`src/rtl/serial_add_ctrl_pkg.sv`:
```
// serial_add_ctrl_pkg
//   Shared constants and types for the bit-serial adder controller.
//   - DEFAULT_WIDTH : default operand/sum width
//   - state_t       : controller state encodings (IDLE=0, SHIFT=1, DONE=2)
package serial_add_ctrl_pkg;

    localparam int unsigned DEFAULT_WIDTH = 8;

    typedef enum logic [1:0] {
        ST_IDLE  = 2'd0,
        ST_SHIFT = 2'd1,
        ST_DONE  = 2'd2
    } state_t;

endpackage

```
`src/rtl/serial_add_ctrl_full_adder.sv`:
```
// serial_add_ctrl_full_adder
//   Single-bit full adder cell, purely combinational.
//   Ports:
//     i_a, i_b : operand bits
//     i_c      : carry in
//     o_s      : sum bit
//     o_c      : carry out
module serial_add_ctrl_full_adder (
    input  logic i_a,
    input  logic i_b,
    input  logic i_c,
    output logic o_s,
    output logic o_c
);

    assign o_s = i_a ^ i_b ^ i_c;
    assign o_c = (i_a & i_b) | (i_c & (i_a ^ i_b));

endmodule

```
`src/rtl/serial_add_ctrl.sv`:
```
// serial_add_ctrl
//   Bit-serial adder controller. One full-adder cell is sequenced over WIDTH clocks,
//   LSB first, with a carry flip-flop between bits. start/busy/done handshake,
//   parallel sum out.
//   Optional feature macro: SERIAL_ADD_OVF_EN adds the signed-overflow output o_ovf.
//   Parameters:
//     WIDTH   : operand/sum width, 2..64
//   Ports:
//     i_clk   : clock, rising edge
//     i_rst   : synchronous active-high reset
//     i_start : request, sampled only in IDLE
//     i_a/i_b : operands, captured on accepted start
//     i_cin   : carry in, captured on accepted start
//     o_busy  : high while shifting
//     o_done  : one-cycle pulse, result valid from this cycle
//     o_sum   : result register (not valid while busy)
//     o_cout  : final carry out
//     o_ovf   : signed overflow (SERIAL_ADD_OVF_EN builds only)
module serial_add_ctrl
    import serial_add_ctrl_pkg::*;
#(
    parameter int unsigned WIDTH = DEFAULT_WIDTH
) (
    input  logic             i_clk,
    input  logic             i_rst,
    input  logic             i_start,
    input  logic [WIDTH-1:0] i_a,
    input  logic [WIDTH-1:0] i_b,
    input  logic             i_cin,
    output logic             o_busy,
    output logic             o_done,
    output logic [WIDTH-1:0] o_sum,
    output logic             o_cout
`ifdef SERIAL_ADD_OVF_EN
    ,
    output logic             o_ovf
`endif
);

    localparam int unsigned CNT_W = $clog2(WIDTH);
    localparam logic [CNT_W-1:0] CNT_LAST = CNT_W'(WIDTH - 1);

    if (WIDTH < 2 || WIDTH > 64) begin : g_width_check
        $error("serial_add_ctrl: WIDTH must be in 2..64");
    end

    state_t           r_state;
    logic [WIDTH-1:0] r_areg;
    logic [WIDTH-1:0] r_breg;
    logic [WIDTH-1:0] r_sum;
    logic [CNT_W-1:0] r_cnt;
    logic             r_carry;
    logic             r_busy;
    logic             r_done;
    logic             r_cout;
`ifdef SERIAL_ADD_OVF_EN
    logic             r_ovf;
`endif

    logic             w_s;
    logic             w_c;

    serial_add_ctrl_full_adder u_fa (
        .i_a (r_areg[0]),
        .i_b (r_breg[0]),
        .i_c (r_carry),
        .o_s (w_s),
        .o_c (w_c)
    );

    always_ff @(posedge i_clk) begin
        if (i_rst) begin
            r_state <= ST_IDLE;
            r_areg  <= '0;
            r_breg  <= '0;
            r_sum   <= '0;
            r_cnt   <= '0;
            r_carry <= 1'b0;
            r_busy  <= 1'b0;
            r_done  <= 1'b0;
            r_cout  <= 1'b0;
`ifdef SERIAL_ADD_OVF_EN
            r_ovf   <= 1'b0;
`endif
        end else begin
            unique case (r_state)
                ST_IDLE: begin
                    r_done <= 1'b0;
                    if (i_start) begin
                        r_areg  <= i_a;
                        r_breg  <= i_b;
                        r_carry <= i_cin;
                        r_cnt   <= '0;
                        r_busy  <= 1'b1;
                        r_state <= ST_SHIFT;
                    end
                end
                ST_SHIFT: begin
                    // Sum bits enter at the MSB and migrate down; after WIDTH shifts the
                    // first (LSB) result bit has reached bit 0.
                    r_sum   <= {w_s, r_sum[WIDTH-1:1]};
                    r_carry <= w_c;
                    r_areg  <= r_areg >> 1;
                    r_breg  <= r_breg >> 1;
                    r_cnt   <= r_cnt + CNT_W'(1);
                    if (r_cnt == CNT_LAST) begin
                        r_busy  <= 1'b0;
                        r_done  <= 1'b1;
                        r_cout  <= w_c;
`ifdef SERIAL_ADD_OVF_EN
                        // On the MSB step r_carry is the carry into the MSB.
                        r_ovf   <= r_carry ^ w_c;
`endif
                        r_state <= ST_DONE;
                    end
                end
                ST_DONE: begin
                    r_done  <= 1'b0;
                    r_state <= ST_IDLE;
                end
                default: begin
                    r_busy  <= 1'b0;
                    r_done  <= 1'b0;
                    r_state <= ST_IDLE;
                end
            endcase
        end
    end

    assign o_busy = r_busy;
    assign o_done = r_done;
    assign o_sum  = r_sum;
    assign o_cout = r_cout;
`ifdef SERIAL_ADD_OVF_EN
    assign o_ovf  = r_ovf;
`endif

endmodule
```
`config.mk`:
```
export PLATFORM = sky130hd
export DESIGN_NAME = serial_add_ctrl
export DESIGN_NICKNAME = d
export VERILOG_FILES = /design/src/rtl/serial_add_ctrl_pkg.sv /design/src/rtl/serial_add_ctrl_full_adder.sv /design/src/rtl/serial_add_ctrl.sv
export SDC_FILE = /design/constraint.sdc
export NUM_CORES = 1
export LEC_CHECK = 0
export ABC_CLOCK_PERIOD_IN_PS = 1100
export CAP_MARGIN = 0
export CORE_UTILIZATION = 42
export DETAILED_ROUTE_END_ITERATION = 8
export GPL_TIMING_DRIVEN = 0
export PLACE_DENSITY = 0.71
export SLEW_MARGIN = 20
export SYNTH_ARGS = -nofsm -noshare
export SYNTH_HDL_FRONTEND = slang
export SYNTH_SLANG_ARGS = --single-unit
```
`constraint.sdc`:
```
create_clock -name i_clk -period 1.1 [get_ports i_clk]
set_input_delay 0.22 -clock i_clk [delete_from_list [all_inputs] [get_ports i_clk]]
set_output_delay 0.22 -clock i_clk [all_outputs]
set_load 0.01 [all_outputs]
```
* Yosys cells after proc, flatten, opt, wreduce, memory -nomap -nowiden *
Cells that the tools add are included.

storage, ports and cells
  register bits = 33
  latch bits = 0
  bits in writable memories = 0
  memory bits (read-only) = 0
  output and inout bits = 11
  memories = 0

operators by class
  $add $sub $neg = 1
  multiply operators = 0
  divide/modulo/power cells = 0
  magnitude comparators = 0
  equality and inequality tests = 5
  shift-type cells = 0
  mux-type cells = 14
  bitwise gates (word level) = 7
  reduce and logical (&&, ||, !) cells = 7

operators with widths
  kind                 count
  $pmux 8 s2           2
  $mux 8               2
  $pmux 3 s2           1
  $reduce_and 2->1     3
  $mux 2               2
  $ne 2x2->1 const B   2
  $pmux 2 s2           1
  $add 3x1->3 const B  1
  $eq 3x3->1 const B   1
  $mux 1               3
  $mux 3               1
  $pmux 1 s3           1
  $reduce_and 3->1     1
  $and 1x1->1          2
  $eq 2x1->1 const B   1
  $eq 2x2->1 const B   1
  $logic_not 2->1      1
  $not 1->1            2
  $pmux 1 s2           1
  $reduce_bool 2->1    1
  $reduce_or 2->1      1
  $xor 1x1->1          2
  $or 1x1->1           1

* Depth between registers and ports, before layout *
Gate-level depths: netlist of the first run.

  depth in word-level cells = 4
  mapped depth = 5
  gate-level depth less buffers = 5

* Hierarchy *
Synthesis of the first run repeated with hierarchy kept, for this count alone.

unflattened totals
  cells, all modules = 144
  area total of the unflattened synthesis = 1,356.3 µm²

by module, submodules not included
  module                      times used  cells each  area each (µm²)
  serial_add_ctrl             1           143         1,336.3
  serial_add_ctrl_full_adder  1           1           20.0

* Least setup slack after synthesis of the first run *
No wires, ideal clock.

  path kind = register to register
  from = register r_state[1]
  to = register r_carry
  setup time = 0.086 ns
  arrival time = 1.050 ns
  required time = 1.014 ns
  slack = -0.035 ns
  cell stages (with the launch flop) = 6
  path buffers = 2
  cell sequence = dfxtp_1 > nand2b_1 > buf_6 > buf_12 > mux2i_1 > a211oi_1

on the way
  cells in the longest elaborated chain, start to end = 3

RTL lines
  element                                                           line                    text
  start: declaration                                                serial_add_ctrl.sv:47   state_t r_state;
  start signal: assignment                                          serial_add_ctrl.sv:73   r_state <= ST_IDLE;
  start signal: assignment                                          serial_add_ctrl.sv:95   r_state <= ST_SHIFT;
  start signal: assignment                                          serial_add_ctrl.sv:114  r_state <= ST_DONE;
  $eq 2x1->1 / $logic_not 2->1 (equally long branches)              serial_add_ctrl.sv:86   unique case (r_state)
  $reduce_bool 2->1 (no line) / $ne 2x2->1 (equally long branches)  --
  $reduce_and 2->1 (no line)                                        --
  end signal: assignment                                            serial_add_ctrl.sv:92   r_carry <= i_cin;
  end signal: assignment                                            serial_add_ctrl.sv:102  r_carry <= w_c;
  end: declaration                                                  serial_add_ctrl.sv:52   logic r_carry;

Several ways; a longest one is shown, not always the timed one.
A chain may end at the register's enable or synchronous reset.

* Final worst setup path of the first run *
  from = register r_state[1]
  to = register r_areg[6]

on the way
  cells in the longest elaborated chain, start to end = 3

RTL lines
  element                                                           line                    text
  $eq 2x1->1 / $logic_not 2->1 (equally long branches)              serial_add_ctrl.sv:86
  $reduce_bool 2->1 (no line) / $ne 2x2->1 (equally long branches)  --
  $reduce_and 2->1 (no line)                                        --
  end signal: assignment                                            serial_add_ctrl.sv:90   r_areg <= i_a;
  end signal: assignment                                            serial_add_ctrl.sv:103  r_areg <= r_areg >> 1;
  end: declaration                                                  serial_add_ctrl.sv:48   logic [WIDTH-1:0] r_areg;

Several ways; a longest one is shown, not always the timed one.

==> key figures, run 1 <==
Setup path
  • Reg-to-Reg End: r_areg[6]$_SDFFE_PP0P_
  • Reg-to-reg slack, setup: -0.11 ns
  • WP data required: roughly 1.3 ns
  • Max incr delay on CP: ~0.38 ns
  • Worst r2r src: r_state[1]$_SDFFE_PP0P_
  • Top Family by Delay on Critical Path: flip-flops
  • CP max-delay cell: dfxtp_4
  • Worst Path Arrival: roughly 1.4 ns
  • Worst reg2reg path depth: 4
  • Worst Path Buf+Inv: 1
  • Crit start category: flop
  • Kind of critical path: flop to flop
  • CP Cell Sequence: nand2b_4 > buf_12 > mux2i_2 > a211oi_2
  • Worst-path fanout max: 6
  • Setup crit end kind: flop

Global route
  • Total GRT Usage: between 20 and 25%
  • First-pass GRT wire length: approximately 5400 µm
  • Vias in the first global route: roughly 1200
  • Initial antenna violation count: 0
  • Grt total ovfl: 0
  • Largest net degree at the start of global routing: 11

Detailed routing
  • Final wirelength: ~3400 µm
  • Detail Route Antenna Nets: 0
  • Detailed-route via count: around 1200
  • Drt first-iter violations: 26
  • DR WL/cell: roughly 15 µm
  • Post-route DRC: 0
  • Vias per cell: roughly 5.2
  • Router iterations before antenna repair: 5

Logic synthesis
  • Yosys reg bits: 33
  • Syn nets: approximately 170
  • Post-Synth XOR/XNOR Area: 0%
  • Area fraction in compound gates after synthesis: around 15%
  • Adder-Cell Fraction of Synth Area: ~3.3%
  • Synth warn: 0
  • Cells after Synth: approximately 140
  • Post-Synth Simple-Gate Area: 14.1%
  • Avg Inst Size Synth: 9.42 µm²
  • Post-synthesis mux area share: between 10% and 20%
  • Sequential fraction of the synthesis area: 48.7%
  • Synth cell types: 21
  • Largest family of logic cells by synthesized area: compound AO/OA/AOI/OAI gates
  • Mapped Area: roughly 1400 µm²

Floorplan
  • Core ar.: 3050 µm²
  • Die X: 58.8 µm
  • Initial Utilization: between 40% and 50%
  • I/O pin count: 31
  • Row count: 20
  • Die height: roughly 60 µm
  • Die area: between 3000 and 4000 µm²

Power
  • P_leak: 0.818 nW
  • Power Total: 2.75 mW
  • P_sw: slightly below 0.7 mW
  • Power Dens Cells: roughly 1300 nW/µm²
  • Reg power frac: about 48%
  • Clk network pwr share: 35.2%
  • Pint: just over 2 mW
  • Comb pwr share: 17.0%
  • Switching Share: between 20% and 30%
  • Peak supply drop: between 0.0006 and 0.0007 V

Layout
  • Share of layout cells above drive strength 1: a little under half
  • Most frequent cells in the layout: 18 x nor2_1, 18 x clkdlybuf4s50_1, 16 x dfxtp_2, 16 x dfxtp_1, 15 x nand2_1
  • Final Net Count: roughly 210
  • Filler cell count: approximately 230
  • Design Area, Final: 2090 µm²
  • Post-Layout Cell Count: 235
  • Diode count: 0
  • Area grow syn2layout: 54.4%

Timing
  • Worst-Margin Slew: 0.647 ns
  • RSZ-0062 raised after global routing: true
  • Final setup viols: 14
  • Fin. Hold Viols: 0
  • Tcrit/Tclk final: 110%
  • Worst Clk Skew: between 0.004 and 0.005 ns
  • Min Tclk post-route: around 1.2 ns
  • Setup ws final: -0.107 ns
  • Fmax: 828 MHz
  • Final Hold Slack: ~0.24 ns
  • Final Max Slew Viols: 0
  • Slew margin rel.: a little under three fifths

Min path
  • Worst hold-check path type: primary input to flop
  • Hold_sp: i_rst
  • Hold Crit Depth: 2
  • Hold EP: r_areg[0]$_SDFFE_PP0P_

Clock tree
  • Clock buffer depth: 2
  • CTS tree: done
  • Num CTS Buffers: 5
  • Root Driver: clkbuf_4
  • Clock Latency Late Sink: 0.35 ns
  • Clk sinks: 33
  • H-tree levels: 2
  • Reg clk slew, reported paths: roughly 0.1 ns

Flow run
  • Max-cap violations: 0

Placement
  • RePlAce Congestion: 0.707
  • Worst Setup Slack post-DPL: -0.453 ns
  • PortBufs: 29
  • Post-DP HPWL: roughly 2100 µm
  • Placed inst area: about 1700 µm²
  • Placed Instances: 217

Outcome
  • Failing checks: setup timing
  • Run status: finished, violations left
-- registers in the layout (all words and copies together), names as in the netlist --
name	flops
r_carry	1
o_busy	1
r_cnt	3
o_sum	8
r_breg	8
r_state	2
o_cout	1
r_areg	8
o_done	1
-- synth_stat cells --
| cell | number | area, µm² |
|---|---|---|
| dfxtp_1 | 33 | 661 |
| buf_2 | 5 | 25.0 |
| nor2_1 | 22 | 82.6 |
| nand2b_1 | 2 | 12.5 |
| nor3_1 | 3 | 15.0 |
| nand2_1 | 16 | 60.1 |
| nand3_1 | 1 | 5.00 |
| o21ai_0 | 2 | 10.0 |
| nor3b_1 | 1 | 7.51 |
| and2b_2 | 1 | 8.76 |
| o21bai_1 | 1 | 7.51 |
| ha_1 | 2 | 25.0 |
| inv_1 | 1 | 3.75 |
| a211oi_1 | 15 | 113 |
| mux2i_1 | 17 | 170 |
| buf_12 | 1 | 20.0 |
| buf_6 | 1 | 11.3 |
| fa_1 | 1 | 20.0 |
| a22oi_1 | 4 | 30.0 |
| a21oi_1 | 10 | 50.1 |
| clkbuf_1 | 5 | 18.8 |
-- layout make-up --
type	count	area [µm²]	share of cell area [%]
plain buffers	11	118	5.62
clock buffers	7	55.1	2.63
clock inverters	1	30.0	1.43
inverters	1	6.26	0.299
multi-input cells	98	798	38.1
flip-flops and latches	33	684	32.7
well taps	44	55.1	2.63
repair buffers	40	348	16.6
-- routing by layer --
layer / vias to the layer above / share of wire, % / GRT usage (%)
met5: - / 0 / 0
met4: 0 / 2.6 / 12.2
met3: 11 / 3.9 / 4.84
met2: 29 / 52 / 37.3
met1: 581 / 41 / 24.8
li1: 594 / - / -
-- logic make-up after synthesis --
group / after synthesis
AND/OR/NAND/NOR: 46
flip-flops: 33
AO/OA/AOI/OAI: 32
multiplexers: 17
buffers and inverters: 13
adder cells (fa/ha/maj): 3
-- timing repair --
| item | CTS | global route |
|---|---|---|
| hold buffers | 0 | 0 |
| buffers inserted | 10 | 0 |
| pin swaps | 8 | 5 |
| setup endpoints to repair | 41 | 32 |
| resized for setup | 83 | 40 |
| cloned | 1 | 0 |
-- worst max path at each step --
stage	slack (ns)	to	startpoint	depth (start not counted)
final	-0.11	r_areg[6]$_SDFFE_PP0P_	r_state[1]$_SDFFE_PP0P_	4
after CTS	-0.05	r_areg[2]$_SDFFE_PP0P_	r_state[1]$_SDFFE_PP0P_	4
after detailed placement	-0.45	r_breg[2]$_SDFFE_PP0P_	i_start	6
after floorplan	0.01	r_carry$_SDFFE_PP0P_	r_state[1]$_SDFFE_PP0P_	5
after global routing	-0.17	r_areg[6]$_SDFFE_PP0P_	r_state[1]$_SDFFE_PP0P_	4
after global placement	-0.43	r_breg[0]$_SDFFE_PP0P_	i_start	6
-- power by group through the flow --
stage	clock, mW	combinational, mW	sequential (mW)
final	0.967	0.467	1.31
after global routing	1.03	0.500	1.32
after CTS	0.976	0.383	1.30
after detailed placement	0	0.331	1.33
after global placement	0	0.319	1.33
after floorplan	0	0.198	1.32
-- through the flow --
stage               setup TNS (ns)  util (%)
CTS                         -0.404      63.2
finish                      -0.529      68.6
global route                 -1.73      68.6
detailed placement           -7.99      56.0
global placement             -7.44      56.0
floorplan                        0         -
-- worst reg2reg max path: stages (launching register included) --
cell,delay (ns)
dfxtp_4,0.38
nand2b_4,0.18
buf_12,0.15
mux2i_2,0.27
a211oi_2,0.11
Power figures use the tool's default switching activity.
==> run 2: changes to the inputs <==
--- a/config.mk
+++ b/config.mk
@@ -11,7 +11,6 @@
 export DETAILED_ROUTE_END_ITERATION = 8
 export GPL_TIMING_DRIVEN = 0
 export PLACE_DENSITY = 0.71
-export SLEW_MARGIN = 20
 export SYNTH_ARGS = -nofsm -noshare
 export SYNTH_HDL_FRONTEND = slang
 export SYNTH_SLANG_ARGS = --single-unit
==> results of run 2 <==
Same layout as run 1: the final DEF is identical, and so are final timing and power.
==> run 3: changes to the inputs <==
--- a/config.mk
+++ b/config.mk
@@ -11,6 +11,8 @@
 export DETAILED_ROUTE_END_ITERATION = 8
 export GPL_TIMING_DRIVEN = 0
 export PLACE_DENSITY = 0.71
+export REMOVE_ABC_BUFFERS = 1
 export SYNTH_ARGS = -nofsm -noshare
 export SYNTH_HDL_FRONTEND = slang
 export SYNTH_SLANG_ARGS = --single-unit
+export TNS_END_PERCENT = 30
==> run 3 against run 2 <==
  * The flow still finishes with violations (setup timing)
  * Fmax rose by 1.6%
  * Highest routed layer unchanged
  * Core utilization shrank 6.4 points
  * Non-clock buffer count is 12 lower
  * Worst hold slack improved by 0.19 ns
  * Register-to-register slack better by 0.02 ns
  * Sequential share of layout area increased by 3.5 points
  * Final cell count decreased by 4.3%
  * Sequential power about the same
  * Routed wire length down 6.3%
  * Clock-buffer cell count is 2 lower
  * Sequential cell count did not move
==> key figures, run 3 (synthesized netlist as in run 1, its figures left out) <==
Outcome
  • Run status: finished, violations left (unchanged)
  • Failing checks: setup timing (unchanged)

Detailed routing
  • Final wirelength: 3210 µm (was 3420 µm)
  • Detailed-route via count: 1154 (was 1215)
  • Router iterations before antenna repair: 4 (was 5)
  • Post-route DRC: 0 (unchanged)
  • Detail Route Antenna Nets: 0 (unchanged)
  • Drt first-iter violations: 40 (was 26)
  • Vias per cell: 5.13 (was 5.17)
  • DR WL/cell: 14.2 µm (was 14.6 µm)

Clock tree
  • Root Driver: clkbuf_4 (unchanged)
  • CTS tree: done (unchanged)
  • Clk sinks: 33 (unchanged)
  • Num CTS Buffers: 5 (unchanged)
  • Reg clk slew, reported paths: 0.11 ns (was 0.10 ns)
  • Clock buffer depth: 2 (unchanged)
  • H-tree levels: 2 (unchanged)
  • Clock Latency Late Sink: 0.34 ns (was 0.35 ns)

Timing
  • RSZ-0062 raised after global routing: true (unchanged)
  • Worst Clk Skew: 0.0123 ns (was 0.00476 ns)
  • Final setup viols: 7 (was 14)
  • Final Hold Slack: 0.430 ns (was 0.244 ns)
  • Slew margin rel.: 54.4% (was 56.8%)
  • Tcrit/Tclk final: 108% (was 110%)
  • Setup ws final: -0.0886 ns (was -0.107 ns)
  • Fin. Hold Viols: 0 (unchanged)
  • Worst-Margin Slew: 0.683 ns (was 0.647 ns)
  • Min Tclk post-route: 1.19 ns (was 1.21 ns)
  • Fmax: 841 MHz (was 828 MHz)
  • Final Max Slew Viols: 0 (unchanged)

Layout
  • Diode count: 0 (unchanged)
  • Share of layout cells above drive strength 1: 33.7% (was 46.6%)
  • Commonest non-fill, non-tap cell in the layout: nor2_1
  • Area grow syn2layout: 39.9% (was 54.4%)
  • Final Net Count: 203 (was 213)
  • Most frequent cells in the layout: 22 x nor2_1, 17 x mux2i_1, 17 x clkdlybuf4s50_1 (was 18 x nor2_1, 18 x clkdlybuf4s50_1, 16 x dfxtp_2, 16 x dfxtp_1, 15 x nand2_1)
  • Design Area, Final: 1900 µm² (was 2090 µm²)

Setup path
  • Kind of critical path: flop to flop (unchanged)
  • Setup crit end kind: flop (unchanged)
  • Worst-path fanout max: 2 (was 6)
  • WP data required: 1.37 ns (was 1.31 ns)
  • Worst Path Arrival: 1.45 ns (was 1.42 ns)
  • Crit start category: flop (unchanged)

Global route
  • Largest net degree at the start of global routing: 34 (was 11)
  • Total GRT Usage: 20.0% (was 21.7%)
  • Grt total ovfl: 0 (unchanged)
  • First-pass GRT wire length: 5120 µm (was 5440 µm)
  • Initial antenna violation count: 0 (unchanged)
  • Vias in the first global route: 1157 (was 1209)

Floorplan
  • Die area: 3460 µm² (unchanged)
  • Row count: 20 (unchanged)
  • Core ar.: 3050 µm² (unchanged)
  • Die height: 58.8 µm (unchanged)
  • Die X: 58.8 µm (unchanged)
  • I/O pin count: 31 (unchanged)
  • Initial Utilization: 44.4% (unchanged)

Placement
  • PortBufs: 30 (was 29)
  • RePlAce Congestion: 0.700 (was 0.707)
  • Placed inst area: 1640 µm² (was 1710 µm²)
  • Post-DP HPWL: 1670 µm (was 2080 µm)

Min path
  • Worst hold-check path type: primary input to flop (unchanged)

Power
  • Peak supply drop: 0.00116 V (was 0.000696 V)
  • Power Dens Cells: 1460 nW/µm² (was 1310 nW/µm²)
  • P_leak: 0.771 nW (was 0.818 nW)

Flow run
  • Max-cap violations: 0 (unchanged)
-- run 3: final cells by class --
type	instances	area, µm²
Fill cell	259	1150
Multi-Input combinational cell	100	717
Sequential cell	33	687
Timing Repair Buffer	39	333
Clock inverter	3	65.1
Tap cell	44	55.1
Clock buffer	5	37.5
Inverter	1	3.75
-- run 3: worst paths after layout --
check	depth (start not counted)	from	slack, ns	to
min reg2reg	2	o_sum[0]$_SDFFE_PP0P_	0.46	o_sum[0]$_SDFFE_PP0P_
max	3	r_areg[0]$_SDFFE_PP0P_	-0.09	o_sum[7]$_SDFFE_PP0P_
min	3	i_start	0.43	r_state[0]$_SDFFE_PP0P_
max reg2reg	3	r_areg[0]$_SDFFE_PP0P_	-0.09	o_sum[7]$_SDFFE_PP0P_
-- run 3: routing by layer --
metal  wire (µm)  track usage, %  vias up
met1        1370            23.2      540
met5           0               0        -
met2        1630            33.8       35
met3         164            6.37        4
li1            -               -      575
met4          37            8.16        0
-- run 3: through the flow --
step	total power, mW	setup slack [ns]	TNS [ns]	util, %	std cells
5_1_grt	2.89	-0.120	-1.39	62.2	225
2_1_floorplan	1.48	-0.442	-10.58	-	132
6_report	2.78	-0.0886	-0.210	62.2	225
4_1_cts	2.77	-0.0228	-0.119	60.5	223
3_3_place_gp	1.61	-0.823	-24.29	53.6	206
3_5_place_dp	1.62	-0.865	-25.44	53.6	206
-- run 3: repair_timing --
| action | in CTS | in global routing |
|---|---|---|
| endpoints found under the setup margin | 44 | 31 |
| cloned | 2 | 0 |
| buffers inserted | 7 | 2 |
| pin swaps | 17 | 6 |
| hold buffers | 0 | 0 |
| gates resized for setup | 79 | 11 |
-- run 3: power by group --
| part | internal (mW) | leakage, nW | switching [mW] | total (mW) |
|---|---|---|---|---|
| logic | 0.181 | 0.437 | 0.166 | 0.347 |
| clock network | 0.704 | 0.0552 | 0.415 | 1.12 |
| registers | 1.26 | 0.279 | 0.0515 | 1.31 |
-- run 3: worst max-delay path: stages (launching register included) --
cell	delay (ns)
dfxtp_2	0.35
fa_2	0.58
nand2_2	0.06
a21oi_2	0.14
==> RTL edit 1 (settings of run 2) <==
The option `SERIAL_ADD_OVF_EN` is turned on by a define.
--- a/src/rtl/serial_add_ctrl.sv
+++ b/src/rtl/serial_add_ctrl.sv
@@ -17,4 +17,6 @@
 //     o_cout  : final carry out
 //     o_ovf   : signed overflow (SERIAL_ADD_OVF_EN builds only)
+`define SERIAL_ADD_OVF_EN
+
 module serial_add_ctrl
     import serial_add_ctrl_pkg::*;
Function (old outputs only; new: o_ovf): kept (Yosys induction, for registers that start in step).
==> RTL edit 1 against run 2 <==
- the flow still finishes with violations (negative setup slack)
- wire length grew 15%
- total power is 2.8% lower
- setup slack improved by 0.011 ns
- critical path depth is the same
- combinational power increased by 28%
- sequential cell count up 1
- final cell count grew 8.1%
- count of clock-buffer cells in the layout stayed put
- highest routed layer unchanged
- largest power group unchanged
- cell area increased by 12%
- synthesized area grew 13%
- worst hold slack worse by 0.070 ns
- critical path type unchanged
==> RTL edit 1: results (changes against run 2) <==
| Metric | Value |
|---|---|
| Status | finished, violations left (unchanged) |
| Failing checks | negative setup slack (unchanged) |
| Layout cell share with drive strength beyond 1 | 55.8% (was 46.6%) |
| Crit-path max FO | 2 (was 6) |
| Drt first pass iters | 4 (was 5) |
| DP Area | 1920 µm² (was 1710 µm²) |
| Delay-heaviest family, CP | adder cells (was flip-flops) |
| Largest net degree at the start of global routing | 11 (unchanged) |
| Setup TNS | -1.03 ns (was -0.529 ns) |
| Fillers | 257 (was 233) |
| Pleak | 0.947 nW (was 0.818 nW) |
| Total GRT Usage | 20.2% (was 21.7%) |
| Post-synth top cells | dfxtp_1, nor2_1, nand2_1 (was dfxtp_1, nor2_1, mux2i_1) |
| Critical path's slowest cell | fa_2 (was dfxtp_4) |
| Final #Nets | 230 (was 213) |
| Port Buffers | 30 (was 29) |
| Routed vias | 1,326 (was 1,215) |
| R2r endpoint | o_cout (was r_areg[6]) |
| Data arrival, critical path | 1.38 ns (was 1.42 ns) |
| Clk Latency, worst-skew pair | 0.33 ns (was 0.35 ns) |
| Library cells used by synthesis | 27 (was 21) |
| Dpl hpwl | 2.33 mm (was 2.08 mm) |
| Area contributors post-synth | dfxtp_1, a211oi_2, mux2i_1 (was dfxtp_1, mux2i_1, a211oi_1) |
| VDD IR max | 616 µV (was 696 µV) |
| Net Count, Synth | 176 (was 167) |
| Wirelength per Cell | 15.5 µm (was 14.6 µm) |
| Initial antenna violation count | 0 (unchanged) |
| Setup violators final | 27 (was 14) |
| Setup WS post-layout | -0.0958 ns (was -0.107 ns) |
| Worst clock skew | 0.0190 ns (was 0.00476 ns) |
| GPL Wtd Cong | 0.717 (was 0.707) |
| Reg-to-reg critical path startpoint | r_areg[0] (was r_state[1]) |
| Relative slew slack | 58.8% (was 56.8%) |
RTL edit 1: cell count changes in the layout (fill, tap and decap cells not counted), moves of 5 or more:
cell,before,now
a21oi_2,2,8
nand2_1,15,10
nand2_4,0,5
o21ai_0,0,5
RTL edit 1: worst register-to-register path: cells and delay by family, from the launching register on:
kind                       cells  cell delay (ns)
buffers and inverters          1             0.15
DFF                            1             0.35
and+or+nand+nor                1             0.08
adders and majority gates      1             0.41
AOI/OAI and AO/OA              1             0.06
RTL edit 1: power breakdown:
| part | switching [mW] | leakage, nW | total [mW] | internal [mW] |
|---|---|---|---|---|
| Combinational | 0.270 | 0.624 | 0.600 | 0.330 |
| Clock | 0.411 | 0.0353 | 0.721 | 0.310 |
| Sequential | 0.0527 | 0.287 | 1.35 | 1.30 |
RTL edit 1: worst min-delay path by stage:
stage,start,endpoint,depth (start not counted)
after detailed placement,o_sum[1],o_sum[1],2
final,i_rst,o_ovf,2
after CTS,i_rst,r_areg[0],2
after global placement,o_sum[0],o_sum[0],2
after floorplan,i_a[7],r_areg[7],2
after global routing,i_rst,o_ovf,2
RTL edit 1: area by class of cell:
type / instances / share of cell area [%]
multi-input cells: 105 / 39.5
flip-flops and latches: 34 / 30.4
repair buffers: 48 / 19.3
plain buffers: 11 / 5.51
well taps: 46 / 2.46
clock buffers: 7 / 2.36
inverters: 2 / 0.321
clock inverters: 1 / 0.214
RTL edit 1: cell families after synthesis:
logic type               share of synthesized area [%]
AND/OR/NAND/NOR                                   12.6
AO/OA/AOI/OAI                                     21.6
flip-flops                                        44.2
adder cells (fa/ha/maj)                           2.93
multiplexers                                      10.4
XOR/XNOR                                         0.569
buffers and inverters                             7.64
RTL edit 1: stage by stage:
stage / total power, mW / std cells / hold WS (ns) / worst slack (ns) / utilization (%)
floorplan: 1.66 / 153 / 0.381 / -0.0631 / -
global placement: 1.79 / 229 / 0.445 / -0.355 / 56.2
detailed placement: 1.80 / 229 / 0.463 / -0.399 / 56.2
CTS: 2.56 / 251 / 0.162 / -0.103 / 63.0
global route: 2.78 / 254 / 0.175 / -0.129 / 68.4
finish: 2.67 / 254 / 0.174 / -0.0958 / 68.4
RTL edit 1: repair_timing:
item	in CTS	in global routing
buffers inserted	12	2
gates cloned	2	2
gates resized for setup	72	50
setup endpoints to repair	44	39
pin swaps	7	22
RTL edit 1: metal layers:
metal  vias to the layer above  routed length, µm  track usage, %
met1                       646               1690            24.7
met5                         -                  0               0
met3                         5                129            3.83
li1                        647                  -               -
met2                        28               2090            35.5
met4                         0                 36            6.10
==> RTL edit 2 (settings of run 2) <==
Without the edit above. Put one more register stage on the output `o_cout`, cleared by the reset. The value now appears one clock later. The other outputs are not delayed to match.
--- a/src/rtl/serial_add_ctrl.sv
+++ b/src/rtl/serial_add_ctrl.sv
@@ -131,5 +131,11 @@
     assign o_done = r_done;
     assign o_sum  = r_sum;
-    assign o_cout = r_cout;
+    always_ff @(posedge i_clk) begin
+        if (i_rst) begin
+            o_cout <= '0;
+        end else begin
+            o_cout <= r_cout;
+        end
+    end
 `ifdef SERIAL_ADD_OVF_EN
     assign o_ovf  = r_ovf;
Function: changed (Yosys sat finds a counterexample within 10 cycles, from zero or initial values and one cycle with i_rst high).
==> RTL edit 2 against run 2 <==
- the flow still finishes with violations (negative setup slack)
- cell area decreased by 4.4%
- setup slack better by 0.039 ns
- wire length fell by 10%
- synthesized cell count increased by 1.4%
- total power is 9.7% lower
- critical path type unchanged
- sequential cell count rose by 1
- maximum frequency rose by 3.4%
- synthesized area rose by 1.9%
- critical endpoint unchanged
- die area is 1.9% higher
==> RTL edit 2: results (changes against run 2) <==
| Metric | Value |
|---|---|
| GPL Wtd Cong | 0.739 (was 0.707) |
| Net Count, Synth | 169 (was 167) |
| Relative slew slack | 60.4% (was 56.8%) |
| Final #Nets | 211 (was 213) |
| First-pass GRT wire length | 5.24 mm (was 5.44 mm) |
| Total GRT Usage | 20.3% (was 21.7%) |
| Layout cell share with drive strength beyond 1 | 39.7% (was 46.6%) |
| Post-synth top cells | dfxtp_1, nor2_1, mux2i_1 (unchanged) |
| Setup WS post-layout | -0.0676 ns (was -0.107 ns) |
| Post-Route WL | 3.08 mm (was 3.42 mm) |
| Max incr delay on CP | 0.38 ns (about the same) |
| Clk Latency, worst-skew pair | 0.33 ns (was 0.35 ns) |
| Vias/cell | 5.07 (was 5.17) |
| Data arrival, critical path | 1.42 ns (about the same) |
| Synthesis Warnings | 0 (unchanged) |
| Drt first pass iters | 4 (was 5) |
| Initial DRC count | 52 (was 26) |
| DRC Markers | 0 (unchanged) |
| Setup violators final | 16 (was 14) |
| Pleak | 0.807 nW (was 0.818 nW) |
| Ant. Diodes | 0 (unchanged) |
| Library cells used by synthesis | 22 (was 21) |
| Num CTS Buffers | 5 (unchanged) |
| Initial antenna violation count | 0 (unchanged) |
| Hold depth | 2 (unchanged) |
| Largest net degree at the start of global routing | 11 (unchanged) |
| CTS H-tree lvls | 2 (unchanged) |
| DP Area | 1740 µm² (was 1710 µm²) |
| Vias in the first global route | 1,163 (was 1,209) |
| Clock root buffer | clkbuf_4 (unchanged) |
| P_sw | 641 µW (was 689 µW) |
| Failing checks | negative setup slack (unchanged) |
| Dpl hpwl | 2.16 mm (was 2.08 mm) |
| Crit-path max FO | 10 (was 6) |
| Max clock buf depth | 2 (unchanged) |
| Worst clock skew | 0.00888 ns (was 0.00476 ns) |
| Critical path's slowest cell | dfxtp_4 (unchanged) |
| Status | finished, violations left (unchanged) |
| Area contributors post-synth | dfxtp_1, mux2i_1, a211oi_1 (unchanged) |
| Sequential fraction of the synthesis area | 49.2% (was 48.7%) |
| Port Buffers | 29 (unchanged) |
| Clk pin slew, worst setup/hold paths | 0.10 ns (about the same) |
| Synth async-reset ratio | 0% (unchanged) |
| Fillers | 272 (was 233) |
| Final slew viol count | 0 (unchanged) |
| VDD IR max | 892 µV (was 696 µV) |
| HP Class | in -> reg (unchanged) |
| Worst R2R Path Depth | 4 (unchanged) |
[RTL edit 2: cell types whose count changed in the layout (fill, tap and decap cells not counted), moves of 2 or more]
cell,before,now
buf_4,9,5
mux2i_1,9,16
buf_8,4,2
a211oi_2,11,8
mux2i_2,6,0
a211oi_1,4,7
[RTL edit 2: power by group through the flow]
stage / Sequential (mW) / Clock [mW] / Combinational (mW)
after floorplan: 1.36 / 0 / 0.198
after global placement: 1.36 / 0 / 0.319
after detailed placement: 1.37 / 0 / 0.332
after CTS: 1.34 / 0.732 / 0.391
after global routing: 1.36 / 0.781 / 0.460
final: 1.34 / 0.710 / 0.425
[RTL edit 2: final cells by class]
type | instances | area share (%)
Multi-Input combinational cell | 99 | 37.5
Sequential cell | 34 | 35.2
Timing Repair Buffer | 36 | 15.1
Buffer | 11 | 6.18
Clock buffer | 7 | 2.75
Tap cell | 44 | 2.75
Clock inverter | 1 | 0.250
Inverter | 1 | 0.187
[RTL edit 2: worst paths after layout]
check	start	to	slack, ns
worst max-delay path	r_state[1]	r_areg[6]	-0.07
worst min register to register	o_sum[0]	o_sum[0]	0.45
worst min-delay path	i_rst	o_cout	0.25
worst max register to register	r_state[1]	r_areg[6]	-0.07
[RTL edit 2: cells by family (layout without fill, tap and decap cells)]
family,Yosys count,in the layout,synth area share [%]
buffers and inverters,13,56,5.70
DFF,34,34,49.2
and+or+nand+nor,47,47,14.3
adders and majority gates,3,3,3.26
AOI/OAI and AO/OA,32,32,15.2
muxes,17,17,12.3
[RTL edit 2: worst max-delay path, delay by kind of cell, from the launching register on]
family / cells / cell delay (ns)
multiplexers: 1 / 0.13
AO/OA/AOI/OAI: 1 / 0.25
buffers and inverters: 1 / 0.16
AND/OR/NAND/NOR: 1 / 0.17
flip-flops: 1 / 0.38
[RTL edit 2: repair_timing]
action,CTS,global route
resized for setup,90,20
gates cloned,1,0
buffers inserted,6,0
pin swaps,6,4
setup endpoints to repair,41,33
[RTL edit 2: per-stage QoR]
stage	util, %	TNS, ns	instances	worst slack, ns	hold slack [ns]
finish	65.1	-0.474	233	-0.0676	0.246
global route	65.1	-1.80	233	-0.112	0.267
CTS	62.4	-0.273	233	-0.0461	0.193
detailed placement	56.4	-8.48	219	-0.483	0.450
global placement	56.4	-7.32	219	-0.425	0.442
floorplan	-	0	146	0.0110	0.368
[RTL edit 2: layer usage]
layer,GRT usage [%],part of all wire [%],vias to the layer above
met5,0,0,-
met4,8.50,1.7,0
met3,6.11,4.3,8
met2,34.3,51,23
met1,23.7,43,558
li1,-,-,592
